## src/rtl/wb_arbiter_3to2.sv

```systemverilog
// Writeback arbiter: three buffered result sources drained onto two pregfile write ports
// under round-robin priority. Write enables double as issue-queue wakeups.

module wb_fifo #(
  parameter int DEPTH = 2,
  parameter int W     = 70
) (
  input  logic         clk,
  input  logic         reset,
  input  logic         flush,
  input  logic         push,
  input  logic         pop,
  input  logic [W-1:0] din,
  output logic         full,
  output logic         empty,
  output logic [W-1:0] dout
);
  localparam int AW = $clog2(DEPTH);

  logic [AW:0]  wr_ptr, rd_ptr;
  logic [W-1:0] mem [DEPTH];

  always_ff @(posedge clk or posedge reset) begin
    if (reset) begin
      wr_ptr <= '0;
      rd_ptr <= '0;
    end else if (flush) begin
      wr_ptr <= '0;
      rd_ptr <= '0;
    end else begin
      if (push) wr_ptr <= wr_ptr + 1'b1;
      if (pop)  rd_ptr <= rd_ptr + 1'b1;
    end
  end

  always_ff @(posedge clk) begin
    if (push && !flush) mem[wr_ptr[AW-1:0]] <= din;
  end

  assign full  = (wr_ptr[AW] != rd_ptr[AW]) && (wr_ptr[AW-1:0] == rd_ptr[AW-1:0]);
  assign empty = (wr_ptr == rd_ptr);
  assign dout  = mem[rd_ptr[AW-1:0]];
endmodule

module wb_arbiter_3to2 #(
  parameter int FIFO_DEPTH = 2,
  parameter int PREG_W     = 6,
  parameter int DATA_W     = 64
) (
  input  logic              clk,
  input  logic              reset,
  input  logic              flush,
  input  logic              src0_valid,
  output logic              src0_ready,
  input  logic [PREG_W-1:0] src0_pdst,
  input  logic [DATA_W-1:0] src0_data,
  input  logic              src1_valid,
  output logic              src1_ready,
  input  logic [PREG_W-1:0] src1_pdst,
  input  logic [DATA_W-1:0] src1_data,
  input  logic              src2_valid,
  output logic              src2_ready,
  input  logic [PREG_W-1:0] src2_pdst,
  input  logic [DATA_W-1:0] src2_data,
  output logic              wren0,
  output logic [PREG_W-1:0] waddr0,
  output logic [DATA_W-1:0] wdata0,
  output logic              wren1,
  output logic [PREG_W-1:0] waddr1,
  output logic [DATA_W-1:0] wdata1
);
  localparam int NUM_SRC = 3;

  typedef struct packed {
    logic [PREG_W-1:0] pdst;
    logic [DATA_W-1:0] data;
  } wb_ent_t;

  function automatic logic [1:0] inc3(input logic [1:0] x);
    return (x == 2'd2) ? 2'd0 : x + 2'd1;
  endfunction

  logic    [NUM_SRC-1:0] valid, ready, full, empty, push, pop;
  wb_ent_t [NUM_SRC-1:0] din, head;
  logic    [1:0]         rr_ptr, scan_idx, g0_idx, g1_idx;
  logic                  g0_vld, g1_vld;

  assign valid  = {src2_valid, src1_valid, src0_valid};
  assign din[0] = '{pdst: src0_pdst, data: src0_data};
  assign din[1] = '{pdst: src1_pdst, data: src1_data};
  assign din[2] = '{pdst: src2_pdst, data: src2_data};

  // Ready comes from registered fullness only; pops in the same cycle grant no credit.
  assign ready = ~full & {NUM_SRC{~reset}};
  assign {src2_ready, src1_ready, src0_ready} = ready;

  genvar g;
  generate
    for (g = 0; g < NUM_SRC; g++) begin : g_src
      // pdst 0 handshakes normally but is dropped before the FIFO.
      assign push[g] = valid[g] & ready[g] & (|din[g].pdst);
      wb_fifo #(.DEPTH(FIFO_DEPTH), .W(PREG_W + DATA_W)) u_fifo (
        .clk  (clk),
        .reset(reset),
        .flush(flush),
        .push (push[g]),
        .pop  (pop[g]),
        .din  (din[g]),
        .full (full[g]),
        .empty(empty[g]),
        .dout (head[g])
      );
    end
  endgenerate

  always_comb begin
    g0_vld   = 1'b0;
    g1_vld   = 1'b0;
    g0_idx   = 2'd0;
    g1_idx   = 2'd0;
    scan_idx = rr_ptr;
    for (int k = 0; k < NUM_SRC; k++) begin
      if (!empty[scan_idx]) begin
        if (!g0_vld) begin
          g0_vld = 1'b1;
          g0_idx = scan_idx;
        end else if (!g1_vld) begin
          g1_vld = 1'b1;
          g1_idx = scan_idx;
        end
      end
      scan_idx = inc3(scan_idx);
    end
  end

  always_comb begin
    pop = '0;
    if (g0_vld) pop[g0_idx] = 1'b1;
    if (g1_vld) pop[g1_idx] = 1'b1;
  end

  assign wren0  = g0_vld;
  assign waddr0 = g0_vld ? head[g0_idx].pdst : '0;
  assign wdata0 = g0_vld ? head[g0_idx].data : '0;
  assign wren1  = g1_vld;
  assign waddr1 = g1_vld ? head[g1_idx].pdst : '0;
  assign wdata1 = g1_vld ? head[g1_idx].data : '0;

  // Priority restarts just past the last source that won a port.
  always_ff @(posedge clk or posedge reset) begin
    if (reset)       rr_ptr <= 2'd0;
    else if (flush)  rr_ptr <= rr_ptr;
    else if (g1_vld) rr_ptr <= inc3(g1_idx);
    else if (g0_vld) rr_ptr <= inc3(g0_idx);
  end
endmodule

```

## config.mk

```make
export PLATFORM = sky130hd
export DESIGN_NAME = wb_arbiter_3to2
export DESIGN_NICKNAME = d
export VERILOG_FILES = /design/src/rtl/wb_arbiter_3to2.sv
export SDC_FILE = /design/constraint.sdc
export NUM_CORES = 1
export LEC_CHECK = 0
export BUFFER_PORTS_ARGS = -buffer_cell sky130_fd_sc_hd__buf_2
export CAP_MARGIN = 10
export CORE_ASPECT_RATIO = 2
export CORE_MARGIN = 2
export CORE_UTILIZATION = 30
export DETAILED_ROUTE_END_ITERATION = 10
export PLACE_DENSITY = 0.55
export RECOVER_POWER = 50
export REMOVE_ABC_BUFFERS = 1
export SLEW_MARGIN = 30
export SYNTH_ARGS = -nofsm -noshare
export SYNTH_HDL_FRONTEND = slang
export SYNTH_HIERARCHICAL = 1
export SYNTH_SLANG_ARGS = --single-unit
```

## constraint.sdc

```tcl
create_clock -name clk -period 17.8 [get_ports clk]
set_input_delay 1.78 -clock clk [delete_from_list [all_inputs] [get_ports clk]]
set_output_delay 1.78 -clock clk [all_outputs]
set_load 0.02 [all_outputs]
```

Word-level counts from Yosys, hierarchy flattened
Memory sizes are Yosys's and may differ from the RTL's.
Cells that the tools add are included.
{"block": "word_totals", "output_inout_bits": 145, "memories": 3, "register_bits": 14, "word_cells": 131, "ramBits": 420}
{"memory": "g_src[0].u_fifo.mem", "words": 2, "width": 70, "read_ports": 1, "rd_ports_with_merged_regs": 0, "write_ports": 1, "line": "21", "source": "logic [W-1:0] mem [DEPTH];"}
{"memory": "g_src[1].u_fifo.mem", "words": 2, "width": 70, "read_ports": 1, "rd_ports_with_merged_regs": 0, "write_ports": 1, "line": "21"}
{"memory": "g_src[2].u_fifo.mem", "words": 2, "width": 70, "read_ports": 1, "rd_ports_with_merged_regs": 0, "write_ports": 1, "line": "21"}
{"block": "classes", "n_mux": 60, "n_eq_ne": 13, "n_reduce_logical": 20, "bitwise": 11, "n_lt_le_gt_ge": 7, "add_sub_neg": 10}
{"cell": "binary-select mux 70 bit (select 2 bit)", "count": 2}
{"cell": "2-to-1 mux 70 bit", "count": 2}
{"cell": "2-to-1 mux 64 bit", "count": 2}
{"cell": "2-to-1 mux 2 bit", "count": 28}
{"cell": "adder 2 x 1 -> 2 bit, second input constant", "count": 10}
{"cell": "OR reduction 6 bit", "count": 3}
{"cell": "2-to-1 mux 1 bit", "count": 17}
{"cell": "< comparator 2 x 3 -> 1 bit, second input constant", "count": 5}
{"cell": "nonzero test 2 bit", "count": 7}
{"cell": "2-to-1 mux 6 bit", "count": 2}
{"cell": "== test 2 bit, second input constant", "count": 4}
{"cell": "logical AND 1 bit", "count": 8}
{"cell": "AND 1 bit", "count": 6}
{"cell": "binary-select mux 1 bit (select 2 bit)", "count": 3}
{"cell": "== test 2 bit", "count": 3}
{"cell": "2-to-1 mux 3 bit", "count": 2}
{"cell": "demux 1 bit (select 2 bit)", "count": 2}
{"cell": "greater-or-equal comparator 2 x 1 -> 1 bit, second input constant", "count": 2}
{"cell": "AND 3 bit", "count": 1}
{"cell": "== test 1 bit", "count": 3}
{"cell": "inequality test 1 bit", "count": 3}
{"cell": "NOT 3 bit", "count": 1}
{"cell": "bitwise OR 3 bit", "count": 1}
{"cell": "NOT 1 bit", "count": 2}
{"cell": "2 further kinds", "count": 2}

Logic depth before layout (Yosys ltp)
Gate-level depths: netlist of the first run.
{"block": "depth", "depth_word": 17, "ltp_mapped": 12, "ltp_nobuf": 8}

Cells and area by module
The synthesis of the first run kept the hierarchy.
{"mod": "wb_fifo", "area_per_inst_um2": 5293.8, "seq_area_each_um2": 4304.1, "n_inst": 3, "cells_per_inst": 239}
{"mod": "wb_arbiter_3to2", "area_per_inst_um2": 3385.7, "seq_area_each_um2": 50.0, "n_inst": 1, "cells_per_inst": 417}

Worst setup path before layout of the first run
OpenSTA, ideal clock, no wires.
{"block": "synth_path", "kind": "input-to-reg", "startpoint": "input port reset", "endpoint": "memory g_src[0].u_fifo.mem[0][0] (enable)", "arrival_ps": 7582, "cell_stages": 3, "setup_time_ps": 599, "path_slack_ps": 9619, "path_cell_list": "nor2_1 o311a_1 nor3b_1"}
{"block": "synth_via", "elab_chain_cells": 7}
{"element": "start, declared", "line": "51", "source": "input logic reset,"}
{"element": "NOT 1 bit", "line": "94", "source": "assign ready = ~full & {NUM_SRC{~reset}};"}
{"element": "AND 3 bit", "line": "94"}
{"element": "AND 1 bit (2 in a row)", "line": "101", "source": "assign push[g] = valid[g] & ready[g] & (|din[g].pdst);"}
{"element": "named net push[0]", "line": "83", "source": "logic [NUM_SRC-1:0] valid, ready, full, empty, push, pop;"}
{"element": "logical AND 1 bit", "line": "37", "source": "if (push && !flush) mem[wr_ptr[AW-1:0]] <= din;"}
{"element": "2-to-1 mux 1 bit", "line": "37"}
{"element": "2-to-1 mux 1 bit (not written as such)", "line": "37"}
{"element": "end, declared", "line": "21"}
The timed path passes the listed nets, and every way through them passes these cells.

Worst setup path in the final report of the first run
{"block": "layout_path", "startpoint": "register g_src[2].u_fifo.rd_ptr[0]", "endpoint": "output port wdata1[34]"}
{"block": "layout_via", "elab_chain_cells": 11}
{"element": "start, declared", "line": "20", "source": "logic [AW:0] wr_ptr, rd_ptr;"}
{"element": "start signal, assigned", "line": "32", "source": "if (pop) rd_ptr <= rd_ptr + 1'b1;"}
{"element": "== test 2 bit (*)", "line": "41", "source": "assign empty = (wr_ptr == rd_ptr);"}
{"element": "named net empty[2]", "line": "83"}
{"element": "binary-select mux 1 bit (select 2 bit)", "line": "123", "source": "if (!empty[scan_idx]) begin"}
{"element": "2-to-1 mux 1 bit (not written as such)", "line": "123"}
{"element": "2-to-1 mux 2 bit / 2-to-1 mux 1 bit (equally long branches)", "line": "124, 123"}
{"element": "2-to-1 mux 2 bit / 2-to-1 mux 1 bit (equally long branches)", "line": "123"}
{"element": "2-to-1 mux 2 bit", "line": "127", "source": "end else if (!g1_vld) begin"}
{"element": "2-to-1 mux 2 bit", "line": "124", "source": "if (!g0_vld) begin"}
{"element": "2-to-1 mux 2 bit", "line": "123"}
{"element": "binary-select mux 70 bit (select 2 bit)", "line": "147", "source": "assign wdata1 = g1_vld ? head[g1_idx].data : '0;"}
{"element": "2-to-1 mux 70 bit (not written as such)", "line": "147"}
{"element": "2-to-1 mux 64 bit (*)", "line": "147"}
{"element": "end, declared", "line": "70", "source": "output logic [DATA_W-1:0] wdata1"}
Mark *: on every way through the listed nets, which the timed path passes. The rest lies on a longest branch. The select of a mux whose other input is x is not followed.

==> impl_metrics.tcl, run 1 <==
set metrics [dict create \
    top_layer "met5" \
    dp_slack_ns 11.76 \
    placed_cells 2240 \
    clock_latency_ns 0.56 \
    ant_nets 0 \
    met2_length_mm 33.5 \
    vias 11800 \
    maxSlewViolCount 126 \
    wl_met3_mm 3.19 \
    grt_pass1_wl_mm 84.2 \
    path_max_fanout 24 \
    synth-edff-count 420 \
    p_leak_nw 8.06 \
    io_pins 361 \
    placed_area_sq_mm 0.0217 \
    drc_errors 0 \
    drive_above_1_share_pct 37.6 \
    cap_violations 4 \
    skew_ns 0.0215 \
    final.period_utilization_pct 37.0 \
    fin_cells 2333 \
    areaGrowthSynthToFinish_pct 19.0 \
    yosys-top-cells-count "420 x edfxtp_1, 210 x mux2_2, 70 x mux2i_1, 70 x o2bb2ai_1" \
    viasPerCell 5.04 \
    overflow 0 \
    grt_max_degree 72 \
    grtUsageTotal_pct 17.7 \
    dp_hpwl_mm 40.5 \
    start_util_pct 30.3 \
    synth.distinct_cells 47 \
    rsz0062_at_grt "no" \
    rows 131 \
    htree_num_levels 2 \
    final_area_sq_mm 0.0229 \
    grt_pass1_vias 12800 \
    worstPathRequired_ns 16.02 \
    numCtsBuffers 41 \
    synthArstFlopShare_pct 3.23 \
    portBuffers 360 \
    clock_sinks 434 \
    status "finished, violations left" \
    drtPass1Iterations 4 \
    max_slew.worst_pin.slew_ns 2.27 \
    wl_met1_mm 20.1 \
    yosysWarnings 6 \
    synth_area_leaders "edfxtp_1 65%, mux2_2 12%, mux2i_1 3.6%" \
    cts_tree "yes" \
    synth_top_cell_area_share_pct 65.5 \
    violations "capacitance limit, slew limit" \
    cts.hold.buffers_added 0 \
    wl_mm 59.5 \
    die_x_um 183 \
    relSlewSlack_pct -51.0 \
    yosysMostFrequentCell "edfxtp_1" \
    dieArea_sq_mm 0.0664 \
    finalHoldViolations 0 \
    gp_congestion 0.769 \
    clockBufferDepth 3 \
    startpoint_type "flop" \
    finalSetupTns_ns 0 \
    critPathCaptureType "output port" \
    power.density_mw_per_mm2 178 \
    fin_nets 1701 \
    setup_ws_ns 11.21 \
    die_y_um 362 \
    syn_area_sq_mm 0.0193 \
    ir_drop_v 0.000138 \
    finalSetupViolations 0 \
    wire_per_inst_um 25.5 \
    synth_top_cell_by_area "edfxtp_1" \
    cts_resized 0 \
    path_class "flop to output port" \
    avgSynthCellArea_sq_um 17.0 \
    fillers 6148 \
    clockRootBuffer "clkbuf_16" \
    clock.fmax_mhz 152 \
    postCtsSetupBuffers 0 \
    ys.flop_type "edfxtp_1" \
    period_needed_ns 6.59 \
    core_area_sq_mm 0.0636 \
    seq_area_frac_synth_pct 67.3 \
    clkSlewWorstSetupHoldPaths_ns 0.06 \
    p_total_mw 4.09 \
    synth_cells 1134 \
    worstPathArrival_ns 4.81 \
    ys_ff_latch 434 \
    drtIter0Drc 518 \
    antenna_found_initial 23 \
    min-delay-path-class "flop to flop" \
]
-- per-stage QoR --
step	util (%)	hold WS, ns
floorplan	-	0.533
finish	36.1	0.582
detailed placement	34.1	0.568
global placement	34.1	0.559
CTS	36.2	0.580
global route	36.1	0.595
-- logic make-up (layout without fill, tap and decap cells) --
| group | after synthesis | in the layout | share of synthesized area, % |
|---|---|---|---|
| other | 0 | 18 | 0 |
| xor gates and xnor gates | 13 | 13 | 0.591 |
| AOI/OAI and AO/OA | 174 | 174 | 8.49 |
| muxes | 280 | 280 | 15.9 |
| and+or+nand+nor | 139 | 139 | 4.10 |
| DFF | 434 | 434 | 67.3 |
| buffers and inverters | 94 | 477 | 3.62 |
-- report_power, final --
part	switching, mW	total, mW	internal, mW
clock network	0.384	0.900	0.516
registers	0.0607	1.23	1.17
logic	1.26	1.96	0.700
total	1.70	4.09	2.38
-- flip-flops by register name, summed over array words and instances, names as in the netlist --
name                 flops
g_src.u_fifo/mem       420
g_src.u_fifo/rd_ptr      6
g_src.u_fifo/wr_ptr      6
rr_ptr                   2
-- placed cells by master, fill, tap and decap left out, types with 7 or more instances in the layout --
cell type    n
a21oi_1      9
a221o_1     55
and2_1      55
buf_2      246
buf_4       21
clkbuf_1   123
clkbuf_16   43
clkinv_2     8
dfrtp_1     12
diode_2     18
edfxtp_1   420
inv_1       20
mux2_2     210
mux2i_1     70
nand2_1     35
nor2_1      15
o221ai_2    10
o2bb2ai_1   70
xor2_1       7
-- final cells by class --
class	count	area, sq um	share of cell area (%)
clock inverters	23	245	1.07
clock buffers	52	1110	4.84
multi-input cells	606	5670	24.7
flip-flops and latches	434	13000	56.5
well taps	798	998	4.35
repair buffers	382	1820	7.94
inverters	20	75.1	0.327
diodes	18	45.0	0.196
-- worst max-delay path: stages (launching register included) --
cell,delay (ns)
dfrtp_1,1.26
xor2_1,0.20
nor2_1,0.81
nand2b_1,0.30
a32oi_4,0.40
or2_1,0.81
o221ai_1,0.25
buf_2,0.22
-- final timing paths --
path	endpoint	from	cells past startpoint	slack (ns)
worst max-delay path	wdata1[34]	g_src[2].u_fifo/rd_ptr[0]	7	11.21
worst min-delay path	g_src[0].u_fifo/rd_ptr[1]	g_src[0].u_fifo/rd_ptr[1]	2	0.58
worst max register to register	g_src[2].u_fifo/mem[1][26]	g_src[2].u_fifo/rd_ptr[0]	6	12.86
worst min register to register	g_src[0].u_fifo/rd_ptr[1]	g_src[0].u_fifo/rd_ptr[1]	2	0.58
max in group asynchronous	g_src[0].u_fifo/rd_ptr[0]	reset	2	16.32
min in group asynchronous	rr_ptr[1]	reset	2	1.25
-- per-layer routing --
metal / vias to the layer above / track usage, %
met5: - / 0
met4: 6 / 9.41
met3: 141 / 3.77
met2: 401 / 34.5
met1: 5987 / 16.9
li1: 5229 / -
(Power assumes the default switching activity.)
==> inputs of run 2 (changes only) <==
--- a/config.mk
+++ b/config.mk
@@ -11,7 +11,7 @@
 export CORE_MARGIN = 2
 export CORE_UTILIZATION = 30
 export DETAILED_ROUTE_END_ITERATION = 10
-export PLACE_DENSITY = 0.55
+export PLACE_DENSITY = 0.57
 export RECOVER_POWER = 50
 export REMOVE_ABC_BUFFERS = 1
 export SLEW_MARGIN = 30
==> constraint.sdc (replaced) <==
create_clock -name clk -period 5.55 [get_ports clk]
set_input_delay 0.555 -clock clk [delete_from_list [all_inputs] [get_ports clk]]
set_output_delay 0.555 -clock clk [all_outputs]
set_load 0.02 [all_outputs]
==> impl_metrics.tcl, run 2 (same netlist as run 1, synthesis figures left out) <==
set metrics [dict create \
    die_y_um 362 \
    dp_hpwl_mm 39.9 \
    cts_tree "yes" \
    placed_cells 2246 \
    switching_power_mw 5.47 \
    fin_nets 1708 \
    htree_num_levels 2 \
    whs_ns 0.179 \
    r2r_start "g_src[1].u_fifo/rd_ptr[0]" \
    clock.fmax_mhz 215 \
    rows 131 \
    wl_mm 58.9 \
    clock_sinks 434 \
    final_core_util_pct 36.2 \
    final_area_sq_mm 0.0230 \
    swShare_pct 41.7 \
    maxSlewViolCount 25 \
    startpoint_type "flop" \
    hold_end "g_src[0].u_fifo/mem[0][42]" \
    internal_power_mw 7.66 \
    portBuffers 360 \
    vias 11800 \
    core_area_sq_mm 0.0636 \
    clockBufferDepth 3 \
    hold_path_depth 1 \
    drtPass1Iterations 5 \
    critPathCaptureType "output port" \
    areaGrowthSynthToFinish_pct 19.3 \
    fillers 6144 \
    dieArea_sq_mm 0.0664 \
    multi_input_area_sq_mm 0.00567 \
    pwr-share-seq_pct 29.9 \
    drive_above_1_share_pct 36.7 \
    cap_violations 1 \
    r2r_setup_slack_ns 1.80 \
    drtIter0Drc 658 \
    r2r_cells 7 \
    path_max_fanout 31 \
    final_common_cell "edfxtp_1" \
    min_from "src0_data[42]" \
    dp_slack_ns 1.41 \
    seqCellArea_sq_mm 0.0130 \
    die_x_um 183 \
    p_comb_share_pct 48.0 \
    status "finished, violations left" \
    drc_errors 0 \
    mostFrequentLayoutCells "420 x edfxtp_1, 228 x buf_2, 210 x mux2_2" \
    wire_per_inst_um 25.1 \
    ir_drop_v 0.000449 \
    skew_ns 0.0164 \
    antenna_found_initial 26 \
    clkSlewWorstSetupHoldPaths_ns 0.07 \
    grt_pass1_vias 12600 \
    ant_nets 0 \
    power.density_mw_per_mm2 571 \
    p_leak_nw 8.04 \
    io_pins 361 \
    worstPathArrival_ns 4.09 \
    grt_max_degree 72 \
    grtUsageTotal_pct 17.3 \
    rsz0062_at_grt "no" \
    fin_cells 2342 \
    clockPowerShare_pct 22.1 \
    start_util_pct 30.3 \
    path_class "flop to output port" \
    numCtsBuffers 41 \
    finalSetupViolations 0 \
    rr_endpoint "g_src[1].u_fifo/mem[1][13]" \
    period_needed_ns 4.65 \
    postCtsSetupBuffers 0 \
    largest_reg_flops 420 \
    final.period_utilization_pct 83.8 \
    worstPathRequired_ns 4.99 \
    grt_pass1_wl_mm 83.3 \
    clock_latency_ns 0.56 \
    viasPerCell 5.03 \
    relSlewSlack_pct -8.12 \
    clockRootBuffer "clkbuf_16" \
    violations "capacitance limit, slew limit" \
    setup_ws_ns 0.901 \
    finalHoldViolations 0 \
    max_slew.worst_pin.slew_ns 1.62 \
    overflow 0 \
    gp_congestion 0.784 \
    placed_area_sq_mm 0.0218 \
    min-delay-path-class "input port to flop" \
]
[run 2: cell types whose count changed in the layout (fill, tap and decap cells not counted), moves of 2 or more]
cell,before,now
buf_2,246,228
buf_4,21,23
buf_6,0,2
clkbuf_1,123,139
clkinv_1,6,9
diode_2,18,20
inv_6,1,3
[run 2: metrics by stage]
stage | setup TNS (ns) | total power, mW
3_3_place_gp | 0 | 10.3
5_1_grt | 0 | 13.7
2_1_floorplan | -1104.08 | 8.28
4_1_cts | 0 | 13.3
6_report | 0 | 13.1
3_5_place_dp | 0 | 10.4
[run 2: how the worst max path moves through the flow]
stage | startpoint | end | cells past startpoint
4_1_cts | g_src[0].u_fifo/rd_ptr[0] | wdata1[53] | 8
6_report | g_src[0].u_fifo/rd_ptr[0] | wdata1[53] | 8
5_1_grt | g_src[0].u_fifo/rd_ptr[0] | wdata1[53] | 8
2_1_floorplan | g_src[0].u_fifo/rd_ptr[0] | waddr0[0] | 6
3_3_place_gp | g_src[0].u_fifo/rd_ptr[0] | wdata1[53] | 8
3_5_place_dp | g_src[0].u_fifo/rd_ptr[0] | wdata1[53] | 8
[run 2: metal layers]
metal,share of wire [%],vias to the layer above,track usage [%]
met5,0.093,-,0
met4,3.6,8,8.08
met3,5.7,114,3.26
met2,55,438,32.9
met1,36,5982,18.1
li1,-,5241,-
[run 2: final cells by class]
type	count	share of cell area [%]
multi-input cells	606	24.7
flip-flops and latches	434	56.4
clock inverters	27	1.14
diodes	20	0.218
well taps	798	4.34
repair buffers	389	8.13
inverters	20	0.327
clock buffers	48	4.76
[run 2: what timing repair did]
action | 4_1_cts | 5_1_grt
endpoints found under the hold margin | 14 | 0
resized for setup | 0 | 0
hold buffers | 1 | 0
[run 2: power by group through the flow]
stage	Combinational (mW)	Clock [mW]	Sequential [mW]
floorplan	4.26	0	4.01
global placement	6.32	0	3.98
detailed placement	6.40	0	3.99
CTS	6.41	2.99	3.92
global route	6.69	3.10	3.94
finish	6.30	2.91	3.92
[run 2: critical path, stage by stage (launching register included)]
cell and delay (ns):
dfrtp_4 0.65, xor2_1 0.23, nor2_1 0.74, nor3_1 0.17, nor4b_4 0.28, buf_4 0.42, o21bai_4 0.43, o221ai_1 0.34
buf_2 0.24
